<file path="src/rtl/uart_pkg.sv">
// rtl/uart_pkg.sv - shared UART types, parity encodings and baud helper
package uart_pkg;

    typedef logic [1:0] par_t;

    localparam par_t PAR_NONE = 2'd0;
    localparam par_t PAR_ODD  = 2'd1;
    localparam par_t PAR_EVEN = 2'd2;

    typedef enum logic [2:0] {
        ST_IDLE   = 3'd0,
        ST_START  = 3'd1,
        ST_DATA   = 3'd2,
        ST_PARITY = 3'd3,
        ST_STOP   = 3'd4
    } tx_state_e;

    // Truncating division; the receiver derives its sample timing from the same value.
    function automatic int clks_per_bit(input int freq, input int baud);
        return freq / baud;
    endfunction

endpackage

</file>
<file path="src/rtl/uart_tx_param_if.sv">
// rtl/uart_tx_param_if.sv - word handshake into the UART transmitter FIFO
interface uart_tx_param_if #(
    parameter int DATA_BITS = 8
);
    import uart_pkg::*;

    logic                 tx_valid;
    logic [DATA_BITS-1:0] tx_data;
    par_t                 parity_type;
    logic                 tx_ready;

    modport master (output tx_valid, output tx_data, output parity_type, input tx_ready);
    modport slave  (input tx_valid, input tx_data, input parity_type, output tx_ready);

endinterface

</file>
<file path="src/rtl/uart_sync_fifo.sv">
// rtl/uart_sync_fifo.sv - parametrised synchronous FIFO with push/pop/full/empty
module uart_sync_fifo #(
    parameter int WIDTH = 8,
    parameter int DEPTH = 4
) (
    input  logic             i_clk,
    input  logic             i_rst,
    input  logic             i_push,
    input  logic [WIDTH-1:0] i_wdata,
    input  logic             i_pop,
    output logic [WIDTH-1:0] o_rdata,
    output logic             o_full,
    output logic             o_empty
);
    localparam int AW = (DEPTH > 1) ? $clog2(DEPTH) : 1;

    logic [WIDTH-1:0] r_mem [DEPTH];
    logic [AW-1:0]    r_wptr;
    logic [AW-1:0]    r_rptr;
    logic [AW:0]      r_count;
    logic             w_do_push;
    logic             w_do_pop;

    assign o_full    = (r_count == (AW+1)'(DEPTH));
    assign o_empty   = (r_count == '0);
    assign w_do_push = i_push && !o_full;
    assign w_do_pop  = i_pop && !o_empty;
    assign o_rdata   = r_mem[r_rptr];

    always_ff @(posedge i_clk) begin
        if (w_do_push) begin
            r_mem[r_wptr] <= i_wdata;
        end
    end

    // DEPTH is a power of two, so the pointers wrap on their own.
    always_ff @(posedge i_clk) begin
        if (i_rst) begin
            r_wptr  <= '0;
            r_rptr  <= '0;
            r_count <= '0;
        end else begin
            if (w_do_push) begin
                r_wptr <= r_wptr + AW'(1);
            end
            if (w_do_pop) begin
                r_rptr <= r_rptr + AW'(1);
            end
            case ({w_do_push, w_do_pop})
                2'b10:   r_count <= r_count + (AW+1)'(1);
                2'b01:   r_count <= r_count - (AW+1)'(1);
                default: r_count <= r_count;
            endcase
        end
    end

endmodule

</file>
<file path="src/rtl/uart_tx_param.sv">
// rtl/uart_tx_param.sv - FIFO-fed UART transmitter with per-frame parity mode
module uart_tx_param
    import uart_pkg::*;
#(
    parameter int CLK_FREQ   = 50_000_000,
    parameter int BAUD_RATE  = 115_200,
    parameter int DATA_BITS  = 8,
    parameter int STOP_BITS  = 1,
    parameter int FIFO_DEPTH = 4
) (
    input  logic           i_clk,
    input  logic           i_rst,
    uart_tx_param_if.slave s_tx,
    output logic           o_tx_serial,
    output logic           o_tx_busy,
    output logic           o_tx_done
);
    localparam int CPB = clks_per_bit(CLK_FREQ, BAUD_RATE);
    localparam int CW  = (CPB > 1) ? $clog2(CPB) : 1;
    localparam int IW  = $clog2(DATA_BITS);
    localparam int EW  = DATA_BITS + 2;

    localparam logic [2:0] S_IDLE   = ST_IDLE;
    localparam logic [2:0] S_START  = ST_START;
    localparam logic [2:0] S_DATA   = ST_DATA;
    localparam logic [2:0] S_PARITY = ST_PARITY;
    localparam logic [2:0] S_STOP   = ST_STOP;

    logic [2:0]           r_state;
    logic [CW-1:0]        r_cnt;
    logic [IW-1:0]        r_idx;
    logic                 r_stop_idx;
    logic [DATA_BITS-1:0] r_shift;
    logic                 r_par_en;
    logic                 r_par_bit;

    logic                 w_full;
    logic                 w_empty;
    logic                 w_pop;
    logic                 w_bit_end;
    logic                 w_frame_end;
    logic [EW-1:0]        w_head;
    par_t                 w_head_par;
    logic [DATA_BITS-1:0] w_head_data;

    assign s_tx.tx_ready = !w_full;
    assign {w_head_par, w_head_data} = w_head;
    assign w_bit_end   = (r_cnt == CW'(CPB - 1));
    assign w_frame_end = (r_state == S_STOP) && w_bit_end && (r_stop_idx == 1'(STOP_BITS - 1));
    assign w_pop       = !w_empty && ((r_state == S_IDLE) || w_frame_end);

    uart_sync_fifo #(
        .WIDTH (EW),
        .DEPTH (FIFO_DEPTH)
    ) u_fifo (
        .i_clk   (i_clk),
        .i_rst   (i_rst),
        .i_push  (s_tx.tx_valid),
        .i_wdata ({s_tx.parity_type, s_tx.tx_data}),
        .i_pop   (w_pop),
        .o_rdata (w_head),
        .o_full  (w_full),
        .o_empty (w_empty)
    );

    always_ff @(posedge i_clk) begin
        if (i_rst) begin
            r_state     <= S_IDLE;
            r_cnt       <= '0;
            r_idx       <= '0;
            r_stop_idx  <= 1'b0;
            r_shift     <= '0;
            r_par_en    <= 1'b0;
            r_par_bit   <= 1'b0;
            o_tx_serial <= 1'b1;
            o_tx_busy   <= 1'b0;
            o_tx_done   <= 1'b0;
        end else begin
            o_tx_done <= 1'b0;
            r_cnt     <= w_bit_end ? '0 : r_cnt + CW'(1);

            case (r_state)
                S_IDLE: begin
                    r_cnt <= '0;
                end
                S_START: begin
                    if (w_bit_end) begin
                        r_state     <= S_DATA;
                        r_idx       <= '0;
                        o_tx_serial <= r_shift[0];
                    end
                end
                S_DATA: begin
                    if (w_bit_end) begin
                        if (r_idx != IW'(DATA_BITS - 1)) begin
                            r_idx       <= r_idx + IW'(1);
                            r_shift     <= r_shift >> 1;
                            o_tx_serial <= r_shift[1];
                        end else if (r_par_en) begin
                            r_state     <= S_PARITY;
                            o_tx_serial <= r_par_bit;
                        end else begin
                            r_state     <= S_STOP;
                            r_stop_idx  <= 1'b0;
                            o_tx_serial <= 1'b1;
                        end
                    end
                end
                S_PARITY: begin
                    if (w_bit_end) begin
                        r_state     <= S_STOP;
                        r_stop_idx  <= 1'b0;
                        o_tx_serial <= 1'b1;
                    end
                end
                S_STOP: begin
                    if (w_frame_end) begin
                        o_tx_done <= 1'b1;
                        r_state   <= S_IDLE;
                        o_tx_busy <= 1'b0;
                    end else if (w_bit_end) begin
                        r_stop_idx <= 1'b1;
                    end
                end
                default: begin
                    r_state <= S_IDLE;
                end
            endcase

            // A pop overrides the IDLE fall-back so back-to-back frames have no gap.
            if (w_pop) begin
                r_state     <= S_START;
                r_cnt       <= '0;
                r_shift     <= w_head_data;
                r_par_en    <= (w_head_par == PAR_ODD) || (w_head_par == PAR_EVEN);
                r_par_bit   <= (w_head_par == PAR_EVEN) ? ^w_head_data : ~^w_head_data;
                o_tx_serial <= 1'b0;
                o_tx_busy   <= 1'b1;
            end
        end
    end

endmodule

</file>
<file path="src/flat_wrapper.sv">
// flat-port wrapper written by rule: the top's interface ports become plain ports
module uart_tx_param_flat import uart_pkg::*;
#(
    parameter int CLK_FREQ   = 50_000_000,
    parameter int BAUD_RATE  = 115_200,
    parameter int DATA_BITS  = 8,
    parameter int STOP_BITS  = 1,
    parameter int FIFO_DEPTH = 4
)
  (i_clk, i_rst, o_tx_serial, o_tx_busy, o_tx_done, s_tx_tx_valid, s_tx_tx_data, s_tx_parity_type, s_tx_tx_ready);
  uart_tx_param_if #(.DATA_BITS(DATA_BITS)) s_tx_i ();
  input  logic i_clk;
  input  logic i_rst;
  output logic o_tx_serial;
  output logic o_tx_busy;
  output logic o_tx_done;
  input wire logic [$bits(s_tx_i.tx_valid)-1:0] s_tx_tx_valid;
  input wire logic [$bits(s_tx_i.tx_data)-1:0] s_tx_tx_data;
  input wire logic [$bits(s_tx_i.parity_type)-1:0] s_tx_parity_type;
  output wire logic [$bits(s_tx_i.tx_ready)-1:0] s_tx_tx_ready;
  assign s_tx_i.tx_valid = s_tx_tx_valid;
  assign s_tx_i.tx_data = s_tx_tx_data;
  assign s_tx_i.parity_type = s_tx_parity_type;
  assign s_tx_tx_ready = s_tx_i.tx_ready;
  uart_tx_param #(.CLK_FREQ(CLK_FREQ), .BAUD_RATE(BAUD_RATE), .DATA_BITS(DATA_BITS), .STOP_BITS(STOP_BITS), .FIFO_DEPTH(FIFO_DEPTH)) u_core (.i_clk(i_clk), .i_rst(i_rst), .s_tx(s_tx_i), .o_tx_serial(o_tx_serial), .o_tx_busy(o_tx_busy), .o_tx_done(o_tx_done));
endmodule
</file>
<file path="config.mk">
export PLATFORM = sky130hd
export DESIGN_NAME = uart_tx_param_flat
export DESIGN_NICKNAME = d
export VERILOG_FILES = /design/src/rtl/uart_pkg.sv /design/src/rtl/uart_tx_param_if.sv /design/src/rtl/uart_sync_fifo.sv /design/src/rtl/uart_tx_param.sv /design/src/flat_wrapper.sv
export SDC_FILE = /design/constraint.sdc
export NUM_CORES = 1
export LEC_CHECK = 0
export ABC_CLOCK_PERIOD_IN_PS = 4500
export CORE_MARGIN = 2
export CORE_UTILIZATION = 40
export CTS_CLUSTER_DIAMETER = 150
export DETAILED_ROUTE_END_ITERATION = 12
export GPL_TIMING_DRIVEN = 0
export PLACE_DENSITY = 0.57
export RECOVER_POWER = 50
export SLEW_MARGIN = 20
export SYNTH_ARGS = -nofsm -noshare
export SYNTH_HDL_FRONTEND = slang
export SYNTH_SLANG_ARGS = --single-unit
export TNS_END_PERCENT = 20
</file>
<file path="constraint.sdc">
create_clock -name i_clk -period 4.5 [get_ports i_clk]
set_input_delay 0.675 -clock i_clk [delete_from_list [all_inputs] [get_ports i_clk]]
set_output_delay 0.675 -clock i_clk [all_outputs]
set_load 0.05 [all_outputs]
</file>
# Yosys cells after proc, flatten, opt, wreduce, memory -nomap -nowiden
# Memories as Yosys holds them, arrays and structs flattened. A register that Yosys moved wholly into a read port is not among the register bits.
# Index checks and enable logic that the tools add are counted.
# Widths: inputs -> output; s select.
# totals
in_bits,13
output_inout_bits,4
ram_bits,40
ff_bits,36
elab_cells,121
n_memories,1
# classes
n_bitwise,3
reduce_logical,32
eq_ne,26
n_addsub,6
muxes,39
# mem_list
memory,words,word_bits,read_ports,rd_ports_with_merged_regs,write_ports,line,rtl
u_core.u_fifo.r_mem,4,10,1,1,1,uart_sync_fifo.sv:17,logic [WIDTH-1:0] r_mem [DEPTH];
# ops
cell,count
$mux 8,4
$mux 3,9
$mux 1,19
$pmux 3 s5,1
$reduce_bool 2->1,7
$ne 2x1->1 const B,6
$ne 3x2->1 const B,4
$pmux 3 s2,2
$reduce_and 6->1,2
$add 9x1->9 const B,1
$eq 9x9->1 const B,1
$ne 2x2->1 const B,4
$reduce_and 4->1,2
$reduce_xnor 8->1,1
$reduce_xor 8->1,1
$reduce_and 7->1,1
$add 3x1->3 const B,2
$eq 3x2->1 const B,2
$eq 3x3->1 const B,2
$logic_not 3->1,2
$ne 3x3->1 const B,2
$pmux 1 s3,2
$logic_and 1x1->1,5
$add 2x1->2 const B,2
other kinds (14),22

# Logic depth before layout (Yosys ltp)
# depth
ltp_word,8
depth_mapped,13
depth_no_buf,12

# Cells and area by module
# Synthesis repeated with hierarchy kept, for this count alone.
# unflattened
hier_cells,271
hier_area_um2,3484.6
# modules_own_cells
mod,seq_area_each_um2,instances,area_per_inst_um2,cells_per_inst
uart_sync_fifo,1381.3,1,1920.6,106
uart_tx_param,580.6,1,1564.0,165

# Worst setup path before layout
# Ideal clock, no wire load.
# synth_timing
path_type,register -> register
from,reg u_core.r_cnt[0]
to,reg u_core.u_fifo.r_count[2]
required_time_ns,4.430
slack_ns,1.538
period_less_slack_ns,2.962
setup_ns,0.070
path_stages_with_launch,13
t_arrival_ns,2.892
path_buffers,1
path_cell_list,dfxtp_1 -> ha_1 -> nand4b_1 -> or3_4 -> a2111o_1 -> inv_2 -> buf_6 -> ha_1 -> inv_1 -> fa_1 -> xor2_1 -> or3_1 -> a21oi_1
# synth_via
elab_chain_cells,8
word_cells_on_any_way,10
cone_classes,eq/ne: 3; mux: 1; reduce/logical: 6
# synth_rtl
element,line,rtl
start: declaration,uart_tx_param.sv:30,logic [CW-1:0] r_cnt;
start signal: assignment,uart_tx_param.sv:80,r_cnt <= w_bit_end ? '0 : r_cnt + CW'(1);
$eq 9x9->1 (*),uart_tx_param.sv:48,assign w_bit_end = (r_cnt == CW'(CPB - 1));
$logic_and 1x1->1 (*) (2 in a row),uart_tx_param.sv:49,assign w_frame_end = (r_state == S_STOP) && w_bit_end && (r_stop_idx == 1'(STOP_BITS - 1));
$logic_or 1x1->1 (*),uart_tx_param.sv:50,assign w_pop = !w_empty && ((r_state == S_IDLE) || w_frame_end);
$logic_and 1x1->1 (*),uart_tx_param.sv:50,
via u_core.u_fifo.i_pop,uart_sync_fifo.sv:10,"input logic i_pop,"
$logic_and 1x1->1 (*),uart_sync_fifo.sv:27,assign w_do_pop = i_pop && !o_empty;
$eq 2x1->1 or $eq 2x2->1 (tied branches),uart_sync_fifo.sv:49,"case ({w_do_push, w_do_pop})"
$pmux 3 s2 or $reduce_bool 2->1 (tied branches),--,
end signal: assignment,uart_sync_fifo.sv:50,2'b10: r_count <= r_count + (AW+1)'(1);
end signal: assignment,uart_sync_fifo.sv:51,2'b01: r_count <= r_count - (AW+1)'(1);
end signal: assignment,uart_sync_fifo.sv:52,default: r_count <= r_count;
end: declaration,uart_sync_fifo.sv:20,logic [AW:0] r_count;
# Mark *: on every way through the listed nets, which the timed path passes. The rest lies on a longest branch.
# A chain may end at the register's enable or synchronous reset.

# Final worst setup path
# Same ends and word-level chain as after synthesis.

==> out/metrics.yaml <==
status: "complete, no violations"
core-area_um2: 7810
dpl.hpwl_mm: 3.87
postSynthCellCount: 256
gp_congestion: 0.792
ant_nets: 0
r2r_cells: 12
min_period_over_period: 0.728
syn_area_per_cell_um2: 12.7
tightest_slew_ps: 558
worstPathRequired_ps: 4770
crit_type: "reg2reg"
rows: 32
die_area_um2: 8880
ys_async_sr_fraction: 0
vias: 2007
maxClockFrequency_mhz: 305
post-cts-setup-buffer-count: 0
die_w_um: 94.3
whs_path_depth: 2
routed_wl_mm: 5.69
drc: 0
cap_violations: 0
root_buffer: "clkbuf_8"
r2r-start: "u_core.r_cnt[0]"
hp-class: "reg2reg"
setup_viol_count_final: 0
yosys.cell_count.top_type: "edfxtp_1"
crit_fanout: 10
whs_ps: 455
rsz0062_at_grt: "false"
skew_ps: 12.7
grt_antenna_before_repair: 0
grt_max_degree: 14
insertedDiodeCount: 0
layout.nets: 307
firstDrtPassIters: 4
numCtsBuffers: 9
synth_flop_cell: "edfxtp_1"
hold_viol: 0
tritoncts: "yes"
grt_pass1_wl_mm: 9.58
port_buffers: 16
synth_top_cell_by_area: "edfxtp_1"
min_period_ps: 3280
clkLatencyLatePin_ps: 350
slew_headroom: 0.628
initial_utilization: 0.417
cts_max_level: 3
power.leakage_nw: 1.26
tns_ps: 0
viasPerCell: 5.16
start_kind: "flip-flop"
grtUsageTotal: 0.145
ys_warn_count: 0
numClockSinks: 78
fill_cells: 710
yosysTopAreaCellShare: 0.369
die_y_um: 94.3
synth_area_leaders: "edfxtp_1 37%, dfxtp_1 23%, mux4_2 6.9%, ha_1 3.8%, nor2_1 3.3%"
drt-initial-drc-count: 105
ios: 17
drive_above_1_share: 0.122
post_synth_instance_area_um2: 3260
clk_pin_slew_worst_paths_ps: 80
drv_slew: 0
end_kind: "flip-flop"
ir_drop_v: 0.000287
cts_buffer_depth: 2
arrival_ps: 3550
cts.hold.buffers_added: 0
r2r_end: "u_core.u_fifo.r_count[2]"
synthTopCellsByCount: "40 x edfxtp_1, 38 x dfxtp_1, 29 x nor2_1, 16 x a21oi_1"
synthDistinctLibCells: 45
wire_per_inst_um: 14.6
cts_resized: 0
rrSetupSlack_ps: 1220
hp-start: "u_core.r_stop_idx"
grt.overflow.total: 0
holdPathEnd: "u_core.r_stop_idx"
grt_pass1_vias: 1962
syn_to_final_growth_pct: 14.6
synth-seq-area-share: 0.602
synth_edf_count: 40
p_per_area_nw_per_um2: 564
syn-num-nets: 280
synth_seq_cells: 78
cell families (layout without fill, tap and decap cells):
logic type / after synthesis / in the layout / synth area share
compound gates: 40 / 40 / 0.0768
xor+xnor: 18 / 18 / 0.0526
fa+ha+maj: 11 / 11 / 0.0445
simple gates: 75 / 75 / 0.116
flops: 78 / 78 / 0.602
mux: 13 / 13 / 0.0787
buf+inv: 21 / 52 / 0.0288
metrics by stage:
| step | total power, mW | instances | instance area, um2 | util | setup WS, ps |
|---|---|---|---|---|---|
| 2_1_floorplan | 1.47 | 256 | 3260 | - | 1540 |
| 3_3_place_gp | 1.62 | 374 | 3550 | 0.454 | 1250 |
| 3_5_place_dp | 1.63 | 374 | 3550 | 0.454 | 1200 |
| 4_1_cts | 2.14 | 389 | 3730 | 0.478 | 1190 |
| 5_1_grt | 2.24 | 389 | 3730 | 0.478 | 1020 |
| 6_report | 2.10 | 389 | 3730 | 0.478 | 1220 |
cell type report:
| type | instances | area (um2) | area share |
|---|---|---|---|
| inverters | 13 | 48.8 | 0.0131 |
| multi-input cells | 157 | 1200 | 0.322 |
| plain buffers | 8 | 45.0 | 0.0121 |
| flip-flops and latches | 78 | 1960 | 0.525 |
| repair buffers | 16 | 160 | 0.0429 |
| clock buffers | 9 | 124 | 0.0332 |
| clock inverters | 6 | 63.8 | 0.0171 |
| well taps | 102 | 128 | 0.0342 |
worst max-delay path, stage by stage (launching register included):
cell      delay (ps)
dfxtp_1          390
ha_1             170
nand4b_1         180
or3_4            400
a2111o_1         510
inv_2            170
buf_6            170
ha_1             190
inv_1             60
fa_1             370
xor2_1           150
or3_1            310
a21oi_1          140
worst max-delay path by stage:
| stage | start | to | slack (ps) |
|---|---|---|---|
| after floorplan | u_core.r_cnt[0] | u_core.u_fifo.r_count[2] | 1540 |
| after global placement | u_core.r_cnt[0] | u_core.u_fifo.r_count[2] | 1250 |
| after detailed placement | u_core.r_cnt[0] | u_core.u_fifo.r_count[2] | 1200 |
| after CTS | u_core.r_cnt[0] | u_core.u_fifo.r_count[2] | 1190 |
| after global routing | u_core.r_cnt[0] | u_core.u_fifo.r_count[2] | 1020 |
| final | u_core.r_cnt[0] | u_core.u_fifo.r_count[2] | 1220 |
power breakdown:
part / switching, mW / leakage (nW) / internal (mW)
logic: 0.368 / 0.491 / 0.323
registers: 0.0559 / 0.677 / 0.860
clock network: 0.245 / 0.0872 / 0.251
registers in the layout, summed over array words and instances (netlist names), 2 cells and up, named ones only:
register	cells
u_core.u_fifo.r_count	3
u_core.r_state	3
u_core.u_fifo.r_wptr	2
u_core.r_idx	3
u_core.r_shift	8
u_core.u_fifo.r_mem	40
u_core.r_cnt	9
u_core.u_fifo.r_rptr	2
layer usage:
| layer | global-route usage | vias to the layer above | share of wire |
|---|---|---|---|
| met1 | 0.172 | 977 | 0.45 |
| li1 | - | 986 | - |
| met2 | 0.244 | 37 | 0.49 |
| met4 | 0.0471 | 0 | 0.014 |
| met5 | 0 | - | 0 |
| met3 | 0.0530 | 7 | 0.037 |
cell usage in the layout, fill, tap and decap left out, drive strengths merged, types with 2 or more instances in the layout:
cell type / netlist / final
a211oi: 3 / 3
a21oi: 16 / 16
a22oi: 8 / 8
and2: 2 / 2
and3: 5 / 5
buf: 5 / 5
clkbuf: 3 / 12
clkdlybuf4s50: 0 / 4
clkinv: 0 / 2
clkinvlp: 0 / 3
dfxtp: 38 / 38
dlygate4sd3: 0 / 12
edfxtp: 40 / 40
ha: 10 / 10
inv: 13 / 13
mux2i: 2 / 2
mux4: 10 / 10
nand2: 11 / 11
nand3: 11 / 11
nor2: 29 / 29
nor3: 6 / 6
o21ai: 6 / 6
or3: 3 / 3
xnor2: 12 / 12
xor2: 5 / 5
Power figures use the tool's default switching activity.
